File: config.mk
export PLATFORM = sky130hd
export DESIGN_NAME = trap_redirect_ctrl_flat
export DESIGN_NICKNAME = d
export VERILOG_FILES = /design/src/rtl/trap_pkg.sv /design/src/rtl/trap_redirect_ctrl_if.sv /design/src/rtl/trap_target_calc.sv /design/src/rtl/trap_redirect_ctrl.sv /design/src/flat_wrapper.sv
export SDC_FILE = /design/constraint.sdc
export NUM_CORES = 1
export LEC_CHECK = 0
export ABC_AREA = 1
export CAP_MARGIN = 40
export CORE_MARGIN = 2
export CORE_UTILIZATION = 31
export CTS_BUF_LIST = sky130_fd_sc_hd__clkbuf_8 sky130_fd_sc_hd__clkbuf_16
export DETAILED_ROUTE_END_ITERATION = 10
export GPL_ROUTABILITY_DRIVEN = 0
export PLACE_DENSITY_LB_ADDON = 0.25
export SYNTH_ARGS = -nofsm -noshare
export SYNTH_HDL_FRONTEND = slang
export SYNTH_SLANG_ARGS = --single-unit
File: constraint.sdc
create_clock -name clk -period 1.9 [get_ports clk]
set_clock_uncertainty 0.15 [all_clocks]
set_input_delay 0.19 -clock clk [delete_from_list [all_inputs] [get_ports clk]]
set_output_delay 0.19 -clock clk [all_outputs]
set_load 0.01 [all_outputs]
File: src/rtl/trap_pkg.sv
// -----------------------------------------------------------------------------
// trap_pkg
// Shared definitions for the trap/redirect controller:
//   - trap_state_e       : controller FSM states (IDLE / DRAIN / VECTOR)
//   - MTVEC_MODE_*       : mtvec[1:0] mode encodings
//   - CAUSE_*            : cause codes used by the pipeline and the bench
//   - MCAUSE_INT_BIT     : interrupt flag position in an RV32 mcause word
//   - mcause_int_bit()   : interrupt flag position for an arbitrary XLEN
// -----------------------------------------------------------------------------
package trap_pkg;

  typedef enum logic [1:0] {
    ST_IDLE   = 2'd0,
    ST_DRAIN  = 2'd1,
    ST_VECTOR = 2'd2
  } trap_state_e;

  localparam logic [1:0] MTVEC_MODE_DIRECT   = 2'b00;
  localparam logic [1:0] MTVEC_MODE_VECTORED = 2'b01;

  localparam int unsigned CAUSE_ILLEGAL_INSTR = 2;
  localparam int unsigned CAUSE_ECALL_M       = 11;
  localparam int unsigned CAUSE_MEXT_IRQ      = 11;

  localparam int MCAUSE_INT_BIT = 31;

  // The interrupt flag is always the MSB of mcause.
  function automatic int mcause_int_bit(input int xlen);
    return xlen - 1;
  endfunction

endpackage

File: src/rtl/trap_redirect_ctrl_if.sv
// -----------------------------------------------------------------------------
// trap_redirect_ctrl_if
// Bundles every trap-controller signal except clk/rst.
//   Inputs to the controller : exc_valid_M, exc_cause_M, exc_pc_M, mret_M,
//                              irq_pending, irq_cause, mie_global, mtvec,
//                              mepc, resume_pc_M
//   Outputs of the controller: redirect_valid, redirect_pc, stall_F,
//                              flush_D/E/M, mepc_we/wdata, mcause_we/wdata,
//                              trap_enter, trap_exit, busy
// Modports:
//   master : the trap controller (drives redirect, flush and CSR writes)
//   slave  : pipeline / CSR file side
// -----------------------------------------------------------------------------
interface trap_redirect_ctrl_if
  import trap_pkg::*;
#(
  parameter int XLEN    = 32,
  parameter int CAUSE_W = 5
);

  logic               exc_valid_M;
  logic [CAUSE_W-1:0] exc_cause_M;
  logic [XLEN-1:0]    exc_pc_M;
  logic               mret_M;
  logic               irq_pending;
  logic [CAUSE_W-1:0] irq_cause;
  logic               mie_global;
  logic [XLEN-1:0]    mtvec;
  logic [XLEN-1:0]    mepc;
  logic [XLEN-1:0]    resume_pc_M;

  logic               redirect_valid;
  logic [XLEN-1:0]    redirect_pc;
  logic               stall_F;
  logic               flush_D;
  logic               flush_E;
  logic               flush_M;
  logic               mepc_we;
  logic [XLEN-1:0]    mepc_wdata;
  logic               mcause_we;
  logic [XLEN-1:0]    mcause_wdata;
  logic               trap_enter;
  logic               trap_exit;
  logic               busy;

  modport master (
    input  exc_valid_M, exc_cause_M, exc_pc_M, mret_M,
    input  irq_pending, irq_cause, mie_global, mtvec, mepc, resume_pc_M,
    output redirect_valid, redirect_pc, stall_F, flush_D, flush_E, flush_M,
    output mepc_we, mepc_wdata, mcause_we, mcause_wdata,
    output trap_enter, trap_exit, busy
  );

  modport slave (
    output exc_valid_M, exc_cause_M, exc_pc_M, mret_M,
    output irq_pending, irq_cause, mie_global, mtvec, mepc, resume_pc_M,
    input  redirect_valid, redirect_pc, stall_F, flush_D, flush_E, flush_M,
    input  mepc_we, mepc_wdata, mcause_we, mcause_wdata,
    input  trap_enter, trap_exit, busy
  );

endinterface

File: src/rtl/trap_target_calc.sv
// -----------------------------------------------------------------------------
// trap_target_calc
// Combinational trap vector computation from mtvec and a cause code.
// Optional feature macro: VECTORED_TRAP_EN
//   defined   : interrupts with mtvec mode VECTORED go to base + 4*cause
//   undefined : mode bits ignored, every trap goes to the base
// Ports:
//   i_mtvec  in  XLEN     trap vector register (bits [1:0] = mode)
//   i_cause  in  CAUSE_W  cause code (only used for vectored interrupts)
//   i_is_irq in  1        target is for an interrupt (exceptions use base)
//   o_target out XLEN     trap target address
// -----------------------------------------------------------------------------
module trap_target_calc
  import trap_pkg::*;
#(
  parameter int XLEN    = 32,
  parameter int CAUSE_W = 5
) (
  input  logic [XLEN-1:0]    i_mtvec,
  input  logic [CAUSE_W-1:0] i_cause,
  input  logic               i_is_irq,
  output logic [XLEN-1:0]    o_target
);

  logic [XLEN-1:0] w_base;
  assign w_base = {i_mtvec[XLEN-1:2], 2'b00};

`ifdef VECTORED_TRAP_EN
  logic [XLEN-1:0] w_offset;
  // 4*cause, zero-extended to XLEN
  assign w_offset = {{(XLEN-CAUSE_W-2){1'b0}}, i_cause, 2'b00};
  assign o_target = (i_is_irq && (i_mtvec[1:0] == MTVEC_MODE_VECTORED)) ?
                    (w_base + w_offset) : w_base;
`else
  logic w_unused;
  assign w_unused = ^{i_cause, i_is_irq, i_mtvec[1:0]};
  assign o_target = w_base;
`endif

endmodule

File: src/rtl/trap_redirect_ctrl.sv
// -----------------------------------------------------------------------------
// trap_redirect_ctrl
// Sequences PC redirects caused by exceptions, external interrupts and MRET,
// writes mepc/mcause and toggles mstatus MIE/MPIE via trap_enter/trap_exit.
// Exceptions and MRET redirect combinationally in the same cycle; interrupts
// are latched, the pipeline is drained for DRAIN_CYCLES cycles, then a single
// VECTOR cycle issues the redirect and CSR writes.
// Optional feature macro: VECTORED_TRAP_EN (see trap_target_calc).
// Ports:
//   clk  in  clock
//   rst  in  synchronous active-high reset
//   bus  trap_redirect_ctrl_if.master (all pipeline / CSR signals)
// Parameters: XLEN, DRAIN_CYCLES (1..7), CAUSE_W
// -----------------------------------------------------------------------------
module trap_redirect_ctrl
  import trap_pkg::*;
#(
  parameter int XLEN         = 32,
  parameter int DRAIN_CYCLES = 2,
  parameter int CAUSE_W      = 5
) (
  input  logic                 clk,
  input  logic                 rst,
  trap_redirect_ctrl_if.master bus
);

  localparam logic [1:0] S_IDLE   = ST_IDLE;
  localparam logic [1:0] S_DRAIN  = ST_DRAIN;
  localparam logic [1:0] S_VECTOR = ST_VECTOR;
  localparam logic [2:0] DRAIN_LAST = 3'(DRAIN_CYCLES - 1);
  localparam int         INT_BIT    = mcause_int_bit(XLEN);

  logic [1:0]         r_state, w_state_next;
  logic [2:0]         r_cnt, w_cnt_next;
  logic [CAUSE_W-1:0] r_irq_cause, w_irq_cause_next;
  logic [XLEN-1:0]    r_resume_pc, w_resume_pc_next;

  logic w_live;
  logic w_in_idle, w_in_drain, w_in_vector;
  logic w_take_exc, w_take_mret, w_take_irq, w_draining;
  logic [XLEN-1:0] w_target;
  logic [XLEN-1:0] w_mcause_exc, w_mcause_irq;

  // Outputs are forced quiet while reset is asserted.
  assign w_live      = !rst;
  assign w_in_idle   = (r_state == S_IDLE);
  assign w_in_drain  = (r_state == S_DRAIN);
  assign w_in_vector = (r_state == S_VECTOR) && w_live;

  // An exception in M preempts a pending drain; MRET cannot appear in DRAIN
  // because D/E are being flushed, so it is only honoured from IDLE.
  assign w_take_exc  = w_live && bus.exc_valid_M && (w_in_idle || w_in_drain);
  assign w_take_mret = w_live && w_in_idle && bus.mret_M && !bus.exc_valid_M;
  assign w_take_irq  = w_live && w_in_idle && !bus.exc_valid_M && !bus.mret_M &&
                       bus.irq_pending && bus.mie_global;
  assign w_draining  = w_live && w_in_drain && !bus.exc_valid_M;

  // Only the VECTOR cycle computes an interrupt target, so one calculator
  // serves both paths: in any other cycle it yields the plain base.
  trap_target_calc #(
    .XLEN    (XLEN),
    .CAUSE_W (CAUSE_W)
  ) u_target (
    .i_mtvec  (bus.mtvec),
    .i_cause  (r_irq_cause),
    .i_is_irq (w_in_vector),
    .o_target (w_target)
  );

  always_comb begin
    w_mcause_exc = {{(XLEN-CAUSE_W){1'b0}}, bus.exc_cause_M};
    w_mcause_irq = {{(XLEN-CAUSE_W){1'b0}}, r_irq_cause};
    w_mcause_irq[INT_BIT] = 1'b1;
  end

  // Next-state logic
  always_comb begin
    w_state_next     = r_state;
    w_cnt_next       = r_cnt;
    w_irq_cause_next = r_irq_cause;
    w_resume_pc_next = r_resume_pc;
    case (r_state)
      S_IDLE: begin
        if (w_take_irq) begin
          w_state_next     = S_DRAIN;
          w_cnt_next       = 3'd0;
          w_irq_cause_next = bus.irq_cause;
          w_resume_pc_next = bus.resume_pc_M;
        end
      end
      S_DRAIN: begin
        if (w_take_exc) begin
          // Interrupt is dropped; irq_pending is level and will be re-taken.
          w_state_next = S_IDLE;
          w_cnt_next   = 3'd0;
        end else if (r_cnt == DRAIN_LAST) begin
          w_state_next = S_VECTOR;
          w_cnt_next   = 3'd0;
        end else begin
          w_cnt_next = r_cnt + 3'd1;
        end
      end
      S_VECTOR: begin
        w_state_next = S_IDLE;
      end
      default: begin
        w_state_next = S_IDLE;
        w_cnt_next   = 3'd0;
      end
    endcase
  end

  always_ff @(posedge clk) begin
    if (rst) begin
      r_state     <= S_IDLE;
      r_cnt       <= 3'd0;
      r_irq_cause <= '0;
      r_resume_pc <= '0;
    end else begin
      r_state     <= w_state_next;
      r_cnt       <= w_cnt_next;
      r_irq_cause <= w_irq_cause_next;
      r_resume_pc <= w_resume_pc_next;
    end
  end

  // Output decode
  assign bus.redirect_valid = w_take_exc || w_take_mret || w_in_vector;
  assign bus.redirect_pc    = w_take_mret ? bus.mepc :
                              (w_take_exc || w_in_vector) ? w_target : '0;
  assign bus.stall_F        = w_draining;
  assign bus.flush_D        = w_take_exc || w_take_mret || w_draining;
  assign bus.flush_E        = w_take_exc || w_take_mret || w_draining;
  assign bus.flush_M        = w_take_exc || w_take_mret || w_in_vector;
  assign bus.mepc_we        = w_take_exc || w_in_vector;
  assign bus.mepc_wdata     = w_in_vector ? r_resume_pc :
                              w_take_exc  ? bus.exc_pc_M : '0;
  assign bus.mcause_we      = w_take_exc || w_in_vector;
  assign bus.mcause_wdata   = w_in_vector ? w_mcause_irq :
                              w_take_exc  ? w_mcause_exc : '0;
  assign bus.trap_enter     = w_take_exc || w_in_vector;
  assign bus.trap_exit      = w_take_mret;
  assign bus.busy           = w_live && !w_in_idle;

endmodule

File: src/flat_wrapper.sv
// flat-port wrapper written by rule: the top's interface ports become plain ports
module trap_redirect_ctrl_flat import trap_pkg::*;
#(
  parameter int XLEN         = 32,
  parameter int DRAIN_CYCLES = 2,
  parameter int CAUSE_W      = 5
)
  (clk, rst, bus_exc_valid_M, bus_exc_cause_M, bus_exc_pc_M, bus_mret_M, bus_irq_pending, bus_irq_cause, bus_mie_global, bus_mtvec, bus_mepc, bus_resume_pc_M, bus_redirect_valid, bus_redirect_pc, bus_stall_F, bus_flush_D, bus_flush_E, bus_flush_M, bus_mepc_we, bus_mepc_wdata, bus_mcause_we, bus_mcause_wdata, bus_trap_enter, bus_trap_exit, bus_busy);
  trap_redirect_ctrl_if #(.XLEN(XLEN), .CAUSE_W(CAUSE_W)) bus_i ();
  input  logic clk;
  input  logic rst;
  input wire logic [$bits(bus_i.exc_valid_M)-1:0] bus_exc_valid_M;
  input wire logic [$bits(bus_i.exc_cause_M)-1:0] bus_exc_cause_M;
  input wire logic [$bits(bus_i.exc_pc_M)-1:0] bus_exc_pc_M;
  input wire logic [$bits(bus_i.mret_M)-1:0] bus_mret_M;
  input wire logic [$bits(bus_i.irq_pending)-1:0] bus_irq_pending;
  input wire logic [$bits(bus_i.irq_cause)-1:0] bus_irq_cause;
  input wire logic [$bits(bus_i.mie_global)-1:0] bus_mie_global;
  input wire logic [$bits(bus_i.mtvec)-1:0] bus_mtvec;
  input wire logic [$bits(bus_i.mepc)-1:0] bus_mepc;
  input wire logic [$bits(bus_i.resume_pc_M)-1:0] bus_resume_pc_M;
  output wire logic [$bits(bus_i.redirect_valid)-1:0] bus_redirect_valid;
  output wire logic [$bits(bus_i.redirect_pc)-1:0] bus_redirect_pc;
  output wire logic [$bits(bus_i.stall_F)-1:0] bus_stall_F;
  output wire logic [$bits(bus_i.flush_D)-1:0] bus_flush_D;
  output wire logic [$bits(bus_i.flush_E)-1:0] bus_flush_E;
  output wire logic [$bits(bus_i.flush_M)-1:0] bus_flush_M;
  output wire logic [$bits(bus_i.mepc_we)-1:0] bus_mepc_we;
  output wire logic [$bits(bus_i.mepc_wdata)-1:0] bus_mepc_wdata;
  output wire logic [$bits(bus_i.mcause_we)-1:0] bus_mcause_we;
  output wire logic [$bits(bus_i.mcause_wdata)-1:0] bus_mcause_wdata;
  output wire logic [$bits(bus_i.trap_enter)-1:0] bus_trap_enter;
  output wire logic [$bits(bus_i.trap_exit)-1:0] bus_trap_exit;
  output wire logic [$bits(bus_i.busy)-1:0] bus_busy;
  assign bus_i.exc_valid_M = bus_exc_valid_M;
  assign bus_i.exc_cause_M = bus_exc_cause_M;
  assign bus_i.exc_pc_M = bus_exc_pc_M;
  assign bus_i.mret_M = bus_mret_M;
  assign bus_i.irq_pending = bus_irq_pending;
  assign bus_i.irq_cause = bus_irq_cause;
  assign bus_i.mie_global = bus_mie_global;
  assign bus_i.mtvec = bus_mtvec;
  assign bus_i.mepc = bus_mepc;
  assign bus_i.resume_pc_M = bus_resume_pc_M;
  assign bus_redirect_valid = bus_i.redirect_valid;
  assign bus_redirect_pc = bus_i.redirect_pc;
  assign bus_stall_F = bus_i.stall_F;
  assign bus_flush_D = bus_i.flush_D;
  assign bus_flush_E = bus_i.flush_E;
  assign bus_flush_M = bus_i.flush_M;
  assign bus_mepc_we = bus_i.mepc_we;
  assign bus_mepc_wdata = bus_i.mepc_wdata;
  assign bus_mcause_we = bus_i.mcause_we;
  assign bus_mcause_wdata = bus_i.mcause_wdata;
  assign bus_trap_enter = bus_i.trap_enter;
  assign bus_trap_exit = bus_i.trap_exit;
  assign bus_busy = bus_i.busy;
  trap_redirect_ctrl #(.XLEN(XLEN), .DRAIN_CYCLES(DRAIN_CYCLES), .CAUSE_W(CAUSE_W)) u_core (.clk(clk), .rst(rst), .bus(bus_i));
endmodule
=== Word-level counts from Yosys, hierarchy flattened ===
Cells that the tools add are included.

* Mux-type cells: 14
* Equal/unequal tests: 5
* Reductions and logical operators: 26
* Add/sub/neg operators: 1
* Bitwise logic cells: 1

{| class="wikitable"
|+ Operators by type and width
! operator !! count
|-
| 32-bit two-way mux || 5
|-
| 1-bit logical AND || 13
|-
| 3-bit two-way mux || 3
|-
| 3-bit case mux with 3 select lines || 1
|-
| 2-bit two-way mux || 3
|-
| 2-bit AND reduction || 3
|-
| 1-bit logical OR || 5
|-
| 5-bit two-way mux || 1
|-
| 1-bit logical NOT || 4
|-
| 2-bit case mux with 2 select lines || 1
|-
| 3-bit by 1-bit adder with 3-bit output, second input constant || 1
|-
| 3-bit by 1-bit equality test with 1-bit output, second input constant || 1
|-
| 3-bit inequality test, second input constant || 1
|-
| 2-bit by 1-bit equality test with 1-bit output, second input constant || 1
|-
| 2-bit equality test, second input constant || 1
|-
| 2-bit logical NOT || 1
|-
| 2-bit inequality test, second input constant || 1
|-
| 1-bit inverter || 1
|}

* Input port bits: 144
* Register bits after elaboration: 42
* Logic and storage cells: 51

=== Logic depth before layout (Yosys ltp) ===
Gate-level depths: netlist of run 1.

* Word-level depth: 8
* Mapped depth: 10

=== Modules after synthesis ===
Synthesis of run 1 repeated with hierarchy kept, for this count alone.

* Cell total of the unflattened synthesis: 370
* Area total of the unflattened synthesis: 2852.7 um2

{| class="wikitable"
|+ By module, submodules not included
! module !! times used !! area each (um2) !! seq. area each (um2) !! cells an instance
|-
| trap_redirect_ctrl || 1 || 2608.8 || 840.8 || 337
|-
| trap_target_calc || 1 || 244.0 || 0.0 || 33
|}

=== Worst setup path after synthesis of run 1 ===
Ideal clock, no wire load.

* Path type: register to output
* Start point: register u_core.r_state[1]
* End point: output bus_redirect_pc[22]
* Arrival time: 1096 ps
* Stages on the path, launching flop included: 9
* Setup slack: 464 ps
* Path buffers: 1
* Cell sequence: dfxtp_1 -> inv_2 -> nand2_1 -> inv_2 -> nand3_2 -> nor2_2 -> buf_2 -> nand2_1 -> nand2_1

{| class="wikitable"
|+ RTL lines
! element !! RTL line !! source
|-
| start, declared || trap_redirect_ctrl.sv:33 || <nowiki>logic [1:0] r_state, w_state_next;</nowiki>
|-
| start signal, assigned || trap_redirect_ctrl.sv:120 || <nowiki>r_state <= w_state_next;</nowiki>
|-
| 2-bit logical NOT || trap_redirect_ctrl.sv:46 || <nowiki>assign w_in_idle = (r_state == S_IDLE);</nowiki>
|-
| 1-bit logical AND (3 in a row) || trap_redirect_ctrl.sv:53 || <nowiki>assign w_take_mret = w_live && w_in_idle && bus.mret_M && !bus.exc_valid_M;</nowiki>
|-
| via bus_trap_exit || flat_wrapper.sv:33 || <nowiki>output wire logic [$bits(bus_i.trap_exit)-1:0] bus_trap_exit;</nowiki>
|-
| 32-bit two-way mux || trap_redirect_ctrl.sv:129 || <nowiki>assign bus.redirect_pc = w_take_mret ? bus.mepc :</nowiki>
|-
| end, declared || flat_wrapper.sv:23 || <nowiki>output wire logic [$bits(bus_i.redirect_pc)-1:0] bus_redirect_pc;</nowiki>
|}

The timed path passes the listed nets, and every way through them passes these cells.

=== Final worst setup path of run 1 ===
* Start point: register u_core.r_state[0]
* End point: output bus_redirect_pc[22]

* Word-level cells in the longest chain between the ends: 6

{| class="wikitable"
|+ Ends and longest elaborated chain
! element !! RTL line !! source
|-
| 2-bit by 1-bit equality test with 1-bit output / 2-bit logical NOT (equally long branches) || trap_redirect_ctrl.sv:47, trap_redirect_ctrl.sv:46 ||
|-
| 1-bit logical OR || trap_redirect_ctrl.sv:52 || <nowiki>assign w_take_exc = w_live && bus.exc_valid_M && (w_in_idle || w_in_drain);</nowiki>
|-
| 1-bit logical AND || trap_redirect_ctrl.sv:52 ||
|-
| 1-bit logical OR || trap_redirect_ctrl.sv:130 || <nowiki>(w_take_exc || w_in_vector) ? w_target : '0;</nowiki>
|-
| 32-bit two-way mux || trap_redirect_ctrl.sv:130 ||
|-
| 32-bit two-way mux * || trap_redirect_ctrl.sv:129 ||
|}

Mark *: on every way between the ends. The rest lies on a longest branch, timed or not.

==> run summary, run 1 <==
outcome: finished with violations
failing checks: negative setup slack
Top Family by Delay on Critical Path: buffers and inverters
total negative slack: -120 ps
overall power consumption: 2.32 mW
setup violators final: 8
Synth area leaders: dfxtp_1 31%, nand2_1 14%, a32o_1 14%
Final HPWL DP: 8.01 mm
Worst setup EP type: primary output
R2R Setup Slk: 210 ps
worst reg2reg path startpoint: u_core.r_state[0]
Num CTS Buffers: 5
RR Endpoint: u_core.r_irq_cause[4]
Worst path depth: 11
CP max stage cell: dfxtp_2
Routed wire per std cell: 15.8 um
first-pass GRT wire length: 18.1 mm
share of layout cells above drive strength 1: 25.4%
fin util: 60.8%
Nets: 778
Skew-Pair Late Insertion Delay: 280 ps
Starting DRT DRC Count: 90
Via-to-Cell Ratio: 4.77
Clock Path Buffers: 2
Worst Setup SP: u_core.r_state[0]
Cell Area, Synth: 2710 um2
Bufs and invs on worst path: 6
CP Max Fanout: 5
number of global-route vias before repair: 3424
Layout area overhead: 92.6%
yosys synthesis warning count: 0
total track usage: 23.5%
Hold-fix buffers, CTS: 0
worst slack at placement: -417 ps
Overflow after GRT: 0
TritonCTS clock tree: built
Rows: 34
R2R cell count: 11
crit path DAT: 1580 ps
P per Cell Area: 445 nW/um2
fin cells: 743
CP Data Required Time: 1560 ps
DRT antenna net count: 0
CP startpoint kind: register
Routed WL: 11.8 mm
largest net degree at the start of global routing: 38
synth unique cells: 22
HP Class: input port to register
H-Tree Level Count: 2
maxcap violations: 0
io pins: 250
sequential fraction of the synthesis area: 31.0%
Final Hold Viols: 0
CTS Sinks: 42
clk root buf: clkbuf_8
full die area: 9520 um2
Initial Util: 31.6%
cell count after synthesis: 398
VDD IR max: 0.000351 V
DR pass1 iterations: 5
min Tclk post-route: 1920 ps
Placeable Area: 8590 um2
Max stage delay on crit path: 330 ps
final routed DRC violation total: 0
CP Class: register to primary output
Die Y: 97.5 um
Tcrit/Tclk final: 101%
Leakage: 2.52 nW
Mean Syn Cell Area: 6.82 um2
Yosys top cell by area: dfxtp_1
Die X: 97.5 um
Synth top area share: 31.0%
CP Cell Sequence: inv_2, nand2_2, inv_2, nand3_4, nor2_4, buf_6, buf_12, buf_8, nand2_2, nand2_1, buf_2
Vias: 3543
Setup crit end: bus_redirect_pc[22]
RSZ-0062 raised after global routing: yes
Clock Pin Slew Worst Setup and Hold Paths: 80 ps
Port Buffers: 221
Max Slew Vio Count: 0
Seq cells post-synth: 42
Placed Cells: 712
initial antenna violation count: 0
FMAX: 0.520 GHz
worst setup margin: -24.0 ps
diode count: 0
metal layers:
layer	routed length [um]	track usage, %	part of all wire, %
met1	4740	27.9	40
met2	6110	43.7	52
met3	795	4.82	6.8
met4	124	4.38	1.1
met5	0	0	0
tightest hold or removal path, cell delays in order:
cell and delay, ps:
clkdlybuf4s50_1 400, nor2_1 100, nor2_1 50
registers in the layout (all words and copies together) (netlist names):
signal and count:
u_core.r_resume_pc 32, u_core.r_cnt 3, u_core.r_state 2, u_core.r_irq_cause 5
cells in the mapped netlist:
library cell and count:
buf_4 36, clkbuf_2 1, inv_1 12, nand3_2 1
nand3_1 6, a32o_1 37, conb_1 1, clkbuf_1 6
o21bai_1 1, nand3b_1 1, dfxtp_1 42, nand2_1 103
nor2_1 83, o21ai_1 6, a21oi_1 3, buf_6 9
nand4_1 2, nor2_4 1, o21ai_0 32, inv_2 4
buf_2 10, nor2_2 1
cells in the final DEF, fill, tap and decap left out, types with 2 or more instances in the layout:
cell type / Yosys / final
inv_2: 4 / 6
nand3_1: 6 / 4
buf_16: 0 / 6
nand2_2: 0 / 13
a32o_1: 37 / 36
nor2_1: 83 / 81
o21ai_1: 6 / 6
clkbuf_2: 1 / 7
buf_2: 10 / 55
clkbuf_8: 0 / 5
inv_4: 0 / 2
nand2_4: 0 / 3
dfxtp_1: 42 / 40
clkinv_2: 0 / 2
buf_12: 0 / 7
nand3_4: 0 / 3
buf_4: 36 / 22
nand2_1: 103 / 87
inv_1: 12 / 8
nand4_1: 2 / 2
nor2_4: 1 / 3
o21ai_0: 32 / 32
conb_1: 1 / 26
dfxtp_2: 0 / 2
buf_6: 9 / 20
dlygate4sd2_1: 0 / 7
clkdlybuf4s50_1: 0 / 139
a21oi_1: 3 / 3
repair_timing:
item,in CTS,in global routing
pin swaps,8,12
setup buffers,16,4
cloned,8,1
resized for setup,328,41
endpoints found under the setup margin,80,76
endpoints found under the hold margin,0,0
where the power goes:
part / switching [mW] / total [mW] / internal (mW)
registers: 0.0102 / 0.907 / 0.897
logic: 0.280 / 0.720 / 0.440
clock network: 0.310 / 0.697 / 0.387
total: 0.601 / 2.32 / 1.72
kinds of logic (layout without fill, tap and decap cells):
kind of cell | Yosys count | after routing | share of synthesized area (%)
AOI/OAI and AO/OA | 79 | 79 | 21.5
other | 1 | 26 | 0.138
DFF | 42 | 42 | 31.0
buffers and inverters | 78 | 290 | 18.8
and+or+nand+nor | 198 | 198 | 28.6
worst min-delay path by stage:
stage                                   endpoint           startpoint  slack [ps]  depth (start not counted)
after floorplan            u_core.r_irq_cause[4]     bus_irq_cause[4]         170                          2
after global placement           u_core.r_cnt[2]      u_core.r_cnt[2]         310                          2
after detailed placement         u_core.r_cnt[2]      u_core.r_cnt[2]         330                          2
after CTS                  u_core.r_resume_pc[4]   bus_resume_pc_M[4]         320                          3
after global routing      u_core.r_resume_pc[15]  bus_resume_pc_M[15]         330                          3
final                      u_core.r_resume_pc[4]   bus_resume_pc_M[4]         330                          3
per-stage QoR:
step	hold slack [ps]	instance area, um2
after floorplan	175	2810
after global placement	314	4920
after detailed placement	327	4920
after CTS	321	5190
after global routing	335	5220
final	332	5220
cell type report:
| type | count | area [um2] |
|---|---|---|
| tap | 108 | 135 |
| timing repair buffer | 266 | 2510 |
| fill | 810 | 3370 |
| inverter | 16 | 65.1 |
| clock inverter | 3 | 40.0 |
| multi-input combinational | 303 | 1560 |
| clock buffer | 5 | 68.8 |
| sequential | 42 | 843 |
Power figures use the tool's default switching activity.
==> run 2, diff against run 1 <==
--- a/config.mk
+++ b/config.mk
@@ -7,11 +7,13 @@
 export LEC_CHECK = 0
 export ABC_AREA = 1
 export CAP_MARGIN = 40
-export CORE_MARGIN = 2
-export CORE_UTILIZATION = 31
+export CORE_AREA = 2 2 98 100
 export CTS_BUF_LIST = sky130_fd_sc_hd__clkbuf_8 sky130_fd_sc_hd__clkbuf_16
+export CTS_CLUSTER_SIZE = 24
 export DETAILED_ROUTE_END_ITERATION = 10
+export DIE_AREA = 0 0 100 102
 export GPL_ROUTABILITY_DRIVEN = 0
+export HOLD_SLACK_MARGIN = 0.08
 export PLACE_DENSITY_LB_ADDON = 0.25
 export SYNTH_ARGS = -nofsm -noshare
 export SYNTH_HDL_FRONTEND = slang
==> constraint.sdc (replaced) <==
create_clock -name clk -period 2.25 [get_ports clk]
set_clock_uncertainty 0.15 [all_clocks]
set_input_delay 0.225 -clock clk [delete_from_list [all_inputs] [get_ports clk]]
set_output_delay 0.225 -clock clk [all_outputs]
set_load 0.01 [all_outputs]
==> run summary, run 2 (same netlist as run 1, synthesis figures left out) <==
Max stage delay on crit path: 550 ps (was 330 ps)
Final HPWL DP: 7.79 mm (was 8.01 mm)
CP Data Required Time: 1880 ps (was 1560 ps)
Routed wire per std cell: 14.8 um (was 15.8 um)
fin cells: 722 (was 743)
Die X: 100 um (was 97.5 um)
crit path DAT: 1810 ps (was 1580 ps)
placed cell areas: 4860 um2 (was 4920 um2)
Via-to-Cell Ratio: 4.68 (was 4.77)
Overflow after GRT: 0 (unchanged)
Top reg by flops: u_core.r_resume_pc (unchanged)
CP Class: input port to primary output (was register to primary output)
full die area: 10200 um2 (was 9520 um2)
CP Cell Sequence: clkdlybuf4s50_1, inv_1, nor2_4, buf_6, a32o_1, clkdlybuf4s50_1 (was inv_2, nand2_2, inv_2, nand3_4, nor2_4, buf_6, buf_12, buf_8, nand2_2, nand2_1, buf_2)
Vias: 3378 (was 3543)
worst slack at placement: -160 ps (was -417 ps)
Placeable Area: 9110 um2 (was 8590 um2)
Filler Cell Count: 859 (was 810)
DR pass1 iterations: 4 (was 5)
first-pass GRT wire length: 15.5 mm (was 18.1 mm)
P per Cell Area: 363 nW/um2 (was 445 nW/um2)
Worst setup EP type: primary output (unchanged)
biggest registers after layout: u_core.r_resume_pc x32, u_core.r_irq_cause x5, u_core.r_cnt x3 (unchanged)
largest net degree at the start of global routing: 39 (was 38)
worst setup margin: 64.6 ps (was -24.0 ps)
final instance area: 5120 um2 (was 5220 um2)
Routed WL: 10.7 mm (was 11.8 mm)
Die Y: 102 um (was 97.5 um)
Hold-fix buffers, CTS: 0 (unchanged)
DRT antenna net count: 0 (unchanged)
initial antenna violation count: 0 (unchanged)
H-Tree Level Count: 2 (unchanged)
Layout area overhead: 88.8% (was 92.6%)
Leakage: 2.77 nW (was 2.52 nW)
Max-Slew Margin vs Limit: 55.1%
Tcrit/Tclk final: 97.1%
total negative slack: 0 ps (was -120 ps)
VDD IR max: 0.000245 V (was 0.000351 V)
HP Class: register to register (was input port to register)
setup violators final: 0 (was 8)
most common cell after layout, fill and taps aside: clkdlybuf4s50_1 (unchanged)
RSZ-0062 raised after global routing: no (was yes)
most frequent cells in the layout: 152 x clkdlybuf4s50_1, 102 x nand2_1, 82 x nor2_1 (was 139 x clkdlybuf4s50_1, 87 x nand2_1, 81 x nor2_1)
TritonCTS clock tree: built (unchanged)
Port Buffers: 221 (unchanged)
Hold WS: 333 ps (was 332 ps)
Largest register FFs: 32 (unchanged)
final routed DRC violation total: 0 (unchanged)
Num CTS Buffers: 5 (unchanged)
Clock Pin Slew Worst Setup and Hold Paths: 80 ps (about the same)
number of global-route vias before repair: 3283 (was 3424)
Bufs and invs on worst path: 4 (was 6)
Max Slew Vio Count: 0 (unchanged)
min Tclk post-route: 2190 ps
Placed Cells: 708 (was 712)
CTS Sinks: 42 (unchanged)
Initial Util: 29.8% (was 31.6%)
CP max stage cell: clkdlybuf4s50_1 (was dfxtp_2)
outcome: finished, final reports clean (was finished with violations)
share of layout cells above drive strength 1: 9.17% (was 25.4%)
worst reg2reg path startpoint: u_core.r_state[1] (was u_core.r_state[0])
Clock Path Buffers: 2 (unchanged)
maxcap violations: 0 (unchanged)
Starting DRT DRC Count: 49 (was 90)
Worst Tran Pin Value: 672 ps
Nets: 754 (was 778)
io pins: 250 (unchanged)
diode count: 0 (unchanged)
hold_sp: u_core.r_cnt[2] (was bus_resume_pc_M[4])
clk root buf: clkbuf_8 (unchanged)
cell mode on critical path: clkdlybuf4s50_1
Skew-Pair Late Insertion Delay: 290 ps (was 280 ps)
FMAX: 0.458 GHz
CP Max Fanout: 11 (was 5)
Rows: 35 (was 34)
total track usage: 18.9% (was 23.5%)
Top Family by Delay on Critical Path: buffers and inverters (unchanged)
Worst Setup SP: bus_exc_valid_M (was u_core.r_state[0])
Final Hold Viols: 0 (unchanged)
CP startpoint kind: input port (was register)
## run 2: cell count changes in the layout (fill, tap and decap cells not counted), moves of 3 or more
| cell | change |
|---|---|
| clkdlybuf4s50_1 | +13 |
| clkbuf_2 | +7 |
| nand2_4 | -3 |
| dlygate4sd2_1 | +16 |
| buf_2 | -55 |
| buf_6 | -18 |
| buf_16 | -6 |
| nand2_1 | +15 |
| nand2_2 | -12 |
| buf_4 | -12 |
| dlymetal6s2s_1 | +31 |
## run 2: stage by stage
step	power [mW]	util, %
after floorplan	1.00	-
after global placement	1.37	53.4
after detailed placement	1.38	53.4
after CTS	1.86	54.5
after global routing	1.95	56.2
final	1.86	56.2
## run 2: routing by layer
metal / track usage [%] / part of all wire (%) / up-vias
li1: - / - / 1681
met1: 21.2 / 38 / 1516
met2: 35.3 / 51 / 164
met3: 4.31 / 8.5 / 17
met4: 6.53 / 1.8 / 0
met5: 0 / 0 / -
## run 2: timing repair
| action | 4_1_cts | 5_1_grt |
|---|---|---|
| cloned | 1 | 3 |
| gates resized for setup | 42 | 69 |
| pin swaps | 0 | 2 |
| setup endpoints to repair | 74 | 44 |
| setup buffers | 0 | 2 |
## run 2: final cells by class
type                       count  area (um2)  share of cell area [%]
timing repair buffer         242        2500                    48.8
multi-input combinational    303        1480                    29.0
sequential                    42         842                    16.4
tap                          111         139                    2.71
clock buffer                   6        82.6                    1.61
inverter                      16        62.6                    1.22
clock inverter                 2        12.5                   0.244
## run 2: final timing paths
kind | endpoint | slack, ps | cells past startpoint
worst min-delay path | u_core.r_cnt[2] | 330 | 2
worst max-delay path | bus_mepc_wdata[22] | 60 | 6
worst max register to register | u_core.r_resume_pc[3] | 490 | 9
worst min register to register | u_core.r_cnt[2] | 330 | 2
## run 2: worst min-delay path, delay by kind of cell (launching register included)
family          cells  cell delay, ps
compound gates      1              50
flops               1             330
simple gates        1              60
## run 2: report_power, final
| group | switching (mW) | total, mW | internal, mW |
|---|---|---|---|
| sequential | 0.00865 | 0.766 | 0.758 |
| combinational | 0.217 | 0.581 | 0.364 |
| clock | 0.265 | 0.512 | 0.247 |
| total | 0.491 | 1.86 | 1.37 |
==> run 3, diff against run 2 <==
--- a/config.mk
+++ b/config.mk
@@ -9,7 +9,7 @@
 export CAP_MARGIN = 40
 export CORE_AREA = 2 2 98 100
 export CTS_BUF_LIST = sky130_fd_sc_hd__clkbuf_8 sky130_fd_sc_hd__clkbuf_16
-export CTS_CLUSTER_SIZE = 24
+export CTS_CLUSTER_SIZE = 30
 export DETAILED_ROUTE_END_ITERATION = 10
 export DIE_AREA = 0 0 100 102
 export GPL_ROUTABILITY_DRIVEN = 0
==> constraint.sdc (replaced) <==
create_clock -name clk -period 2.6 [get_ports clk]
set_clock_uncertainty 0.15 [all_clocks]
set_input_delay 0.26 -clock clk [delete_from_list [all_inputs] [get_ports clk]]
set_output_delay 0.26 -clock clk [all_outputs]
set_load 0.01 [all_outputs]
==> run summary, run 3 (same netlist as run 1, synthesis figures left out) <==
diode count: 0 (unchanged)
largest net degree at the start of global routing: 39 (unchanged)
total track usage: 18.6% (was 18.9%)
CP Class: input port to primary output (unchanged)
P per Cell Area: 339 nW/um2 (was 363 nW/um2)
Largest register FFs: 32 (unchanged)
VDD IR max: 0.000184 V (was 0.000245 V)
min Tclk post-route: 2490 ps
final routed DRC violation total: 0 (unchanged)
Hold Crit Endpoint: u_core.r_cnt[2] (unchanged)
FMAX: 0.401 GHz
DR pass1 iterations: 4 (unchanged)
Clock Pin Slew Worst Setup and Hold Paths: 70 ps (was 80 ps)
Max stage delay on crit path: 570 ps (was 550 ps)
Routed WL: 9.99 mm (was 10.7 mm)
Bufs and invs on worst path: 4 (unchanged)
full die area: 10200 um2 (unchanged)
Die X: 100 um (unchanged)
hold_sp: u_core.r_cnt[2] (unchanged)
H-Tree Level Count: 2 (unchanged)
CTS Sinks: 42 (unchanged)
Rows: 35 (unchanged)
maxcap violations: 0 (unchanged)
initial antenna violation count: 0 (unchanged)
HP Class: register to register (unchanged)
Clock Path Buffers: 2 (unchanged)
Skew-Pair Late Insertion Delay: 280 ps (was 290 ps)
most common cell after layout, fill and taps aside: clkdlybuf4s50_1 (unchanged)
CP Data Required Time: 2190 ps (was 1880 ps)
CP startpoint kind: input port (unchanged)
CP Cell Sequence: clkdlybuf4s50_1, inv_1, nor2_2, nand2_1, nand2_1, buf_12, nand2_1, nand2_1, clkdlybuf4s50_1 (was clkdlybuf4s50_1, inv_1, nor2_4, buf_6, a32o_1, clkdlybuf4s50_1)
crit path DAT: 2080 ps (was 1810 ps)
fin util: 54.4% (was 56.2%)
cell mode on critical path: nand2_1 (was clkdlybuf4s50_1)
DRT antenna net count: 0 (unchanged)
Port Buffers: 221 (unchanged)
Hold-fix buffers, CTS: 0 (unchanged)
post_cts resized: 0 (was 42)
Hold Path Depth: 2 (unchanged)
Overflow after GRT: 0 (unchanged)
number of global-route vias before repair: 3158 (was 3283)
Num CTS Buffers: 5 (unchanged)
RR Endpoint: u_core.r_resume_pc[3] (unchanged)
Routed wire per std cell: 14.0 um (was 14.8 um)
total negative slack: 0 ps (unchanged)
RSZ-0062 raised after global routing: no (unchanged)
Filler Cell Count: 858 (was 859)
first-pass GRT wire length: 15.3 mm (was 15.5 mm)
Vias: 3293 (was 3378)
Die Y: 102 um (unchanged)
worst reg2reg path startpoint: u_core.r_state[0] (was u_core.r_state[1])
io pins: 250 (unchanged)
R2R Setup Slk: 890 ps (was 490 ps)
Via-to-Cell Ratio: 4.61 (was 4.68)
Worst Tran Pin Value: 670 ps (was 672 ps)
Layout area overhead: 82.8% (was 88.8%)
share of layout cells above drive strength 1: 4.64% (was 9.17%)
Tcrit/Tclk final: 95.8%
Top reg by flops: u_core.r_resume_pc (unchanged)
R2R cell count: 8 (was 9)
TritonCTS clock tree: built (unchanged)
Final HPWL DP: 7.89 mm (was 7.79 mm)
Worst setup EP type: primary output (unchanged)
most frequent cells in the layout: 220 x clkdlybuf4s50_1, 103 x nand2_1, 82 x nor2_1 (was 152 x clkdlybuf4s50_1, 102 x nand2_1, 82 x nor2_1)
number of post-CTS setup repair buffers: 0 (unchanged)
Initial Util: 29.8% (unchanged)
Max-Slew Margin vs Limit: 55.3% (was 55.1%)
Leakage: 2.11 nW (was 2.77 nW)
Nets: 746 (was 754)
biggest registers after layout: u_core.r_resume_pc x32, u_core.r_irq_cause x5, u_core.r_cnt x3 (unchanged)
Final Hold Viols: 0 (unchanged)
Starting DRT DRC Count: 81 (was 49)
Placeable Area: 9110 um2 (unchanged)
Top Family by Delay on Critical Path: buffers and inverters (unchanged)
Max Slew Vio Count: 0 (unchanged)
setup violators final: 0 (unchanged)
CP Max Fanout: 33 (was 11)
clk root buf: clkbuf_8 (unchanged)
outcome: finished, final reports clean (unchanged)
CP max stage cell: clkdlybuf4s50_1 (unchanged)
## run 3: cell type report
type,instances,area (um2),share of cell area [%]
Inverter,16,60.1,1.21
Multi-Input combinational cell,303,1460,29.4
Sequential cell,42,841,17.0
Clock buffer,5,68.8,1.39
Tap cell,111,139,2.80
Clock inverter,3,41.3,0.833
Timing Repair Buffer,234,2350,47.4
## run 3: how the worst max path moves through the flow
stage / start / endpoint / cells after the start
floorplan: rst / bus_mepc_wdata[10] / 7
global placement: bus_exc_valid_M / bus_redirect_pc[18] / 9
detailed placement: bus_exc_valid_M / bus_redirect_pc[21] / 9
CTS: bus_exc_valid_M / bus_redirect_pc[21] / 9
global route: bus_exc_valid_M / bus_redirect_pc[12] / 9
finish: bus_exc_valid_M / bus_redirect_pc[21] / 9
## run 3: stage by stage
stage                     power [mW]  instances  hold WS [ps]  setup WS, ps  area [um2]
after global routing            1.78        714           380          5.52        4960
final                           1.68        714           334           109        4960
after global placement          1.19        706           312           136        4850
after CTS                       1.70        714           336          87.9        4960
after detailed placement        1.19        706           324          97.7        4850
after floorplan                0.869        423           245          1050        2810
## run 3: routing by layer
layer | vias up | track usage, % | wire length, um
met4 | 0 | 3.90 | 32
li1 | 1668 | - | -
met1 | 1474 | 20.2 | 3870
met2 | 149 | 35.7 | 5190
met3 | 2 | 5.54 | 901
met5 | - | 0 | 0
## run 3: power by group
group / total (mW) / internal, mW / leakage [nW] / switching [mW]
clock network: 0.505 / 0.283 / 0.0556 / 0.222
logic: 0.512 / 0.331 / 1.72 / 0.181
registers: 0.663 / 0.656 / 0.340 / 0.00721
total: 1.68 / 1.27 / 2.11 / 0.410
## run 3: tightest hold or removal path: cells and delay by family (launching register included)
kind | cells | cell delay (ps)
flip-flops | 1 | 330
AND/OR/NAND/NOR | 1 | 60
AO/OA/AOI/OAI | 1 | 50
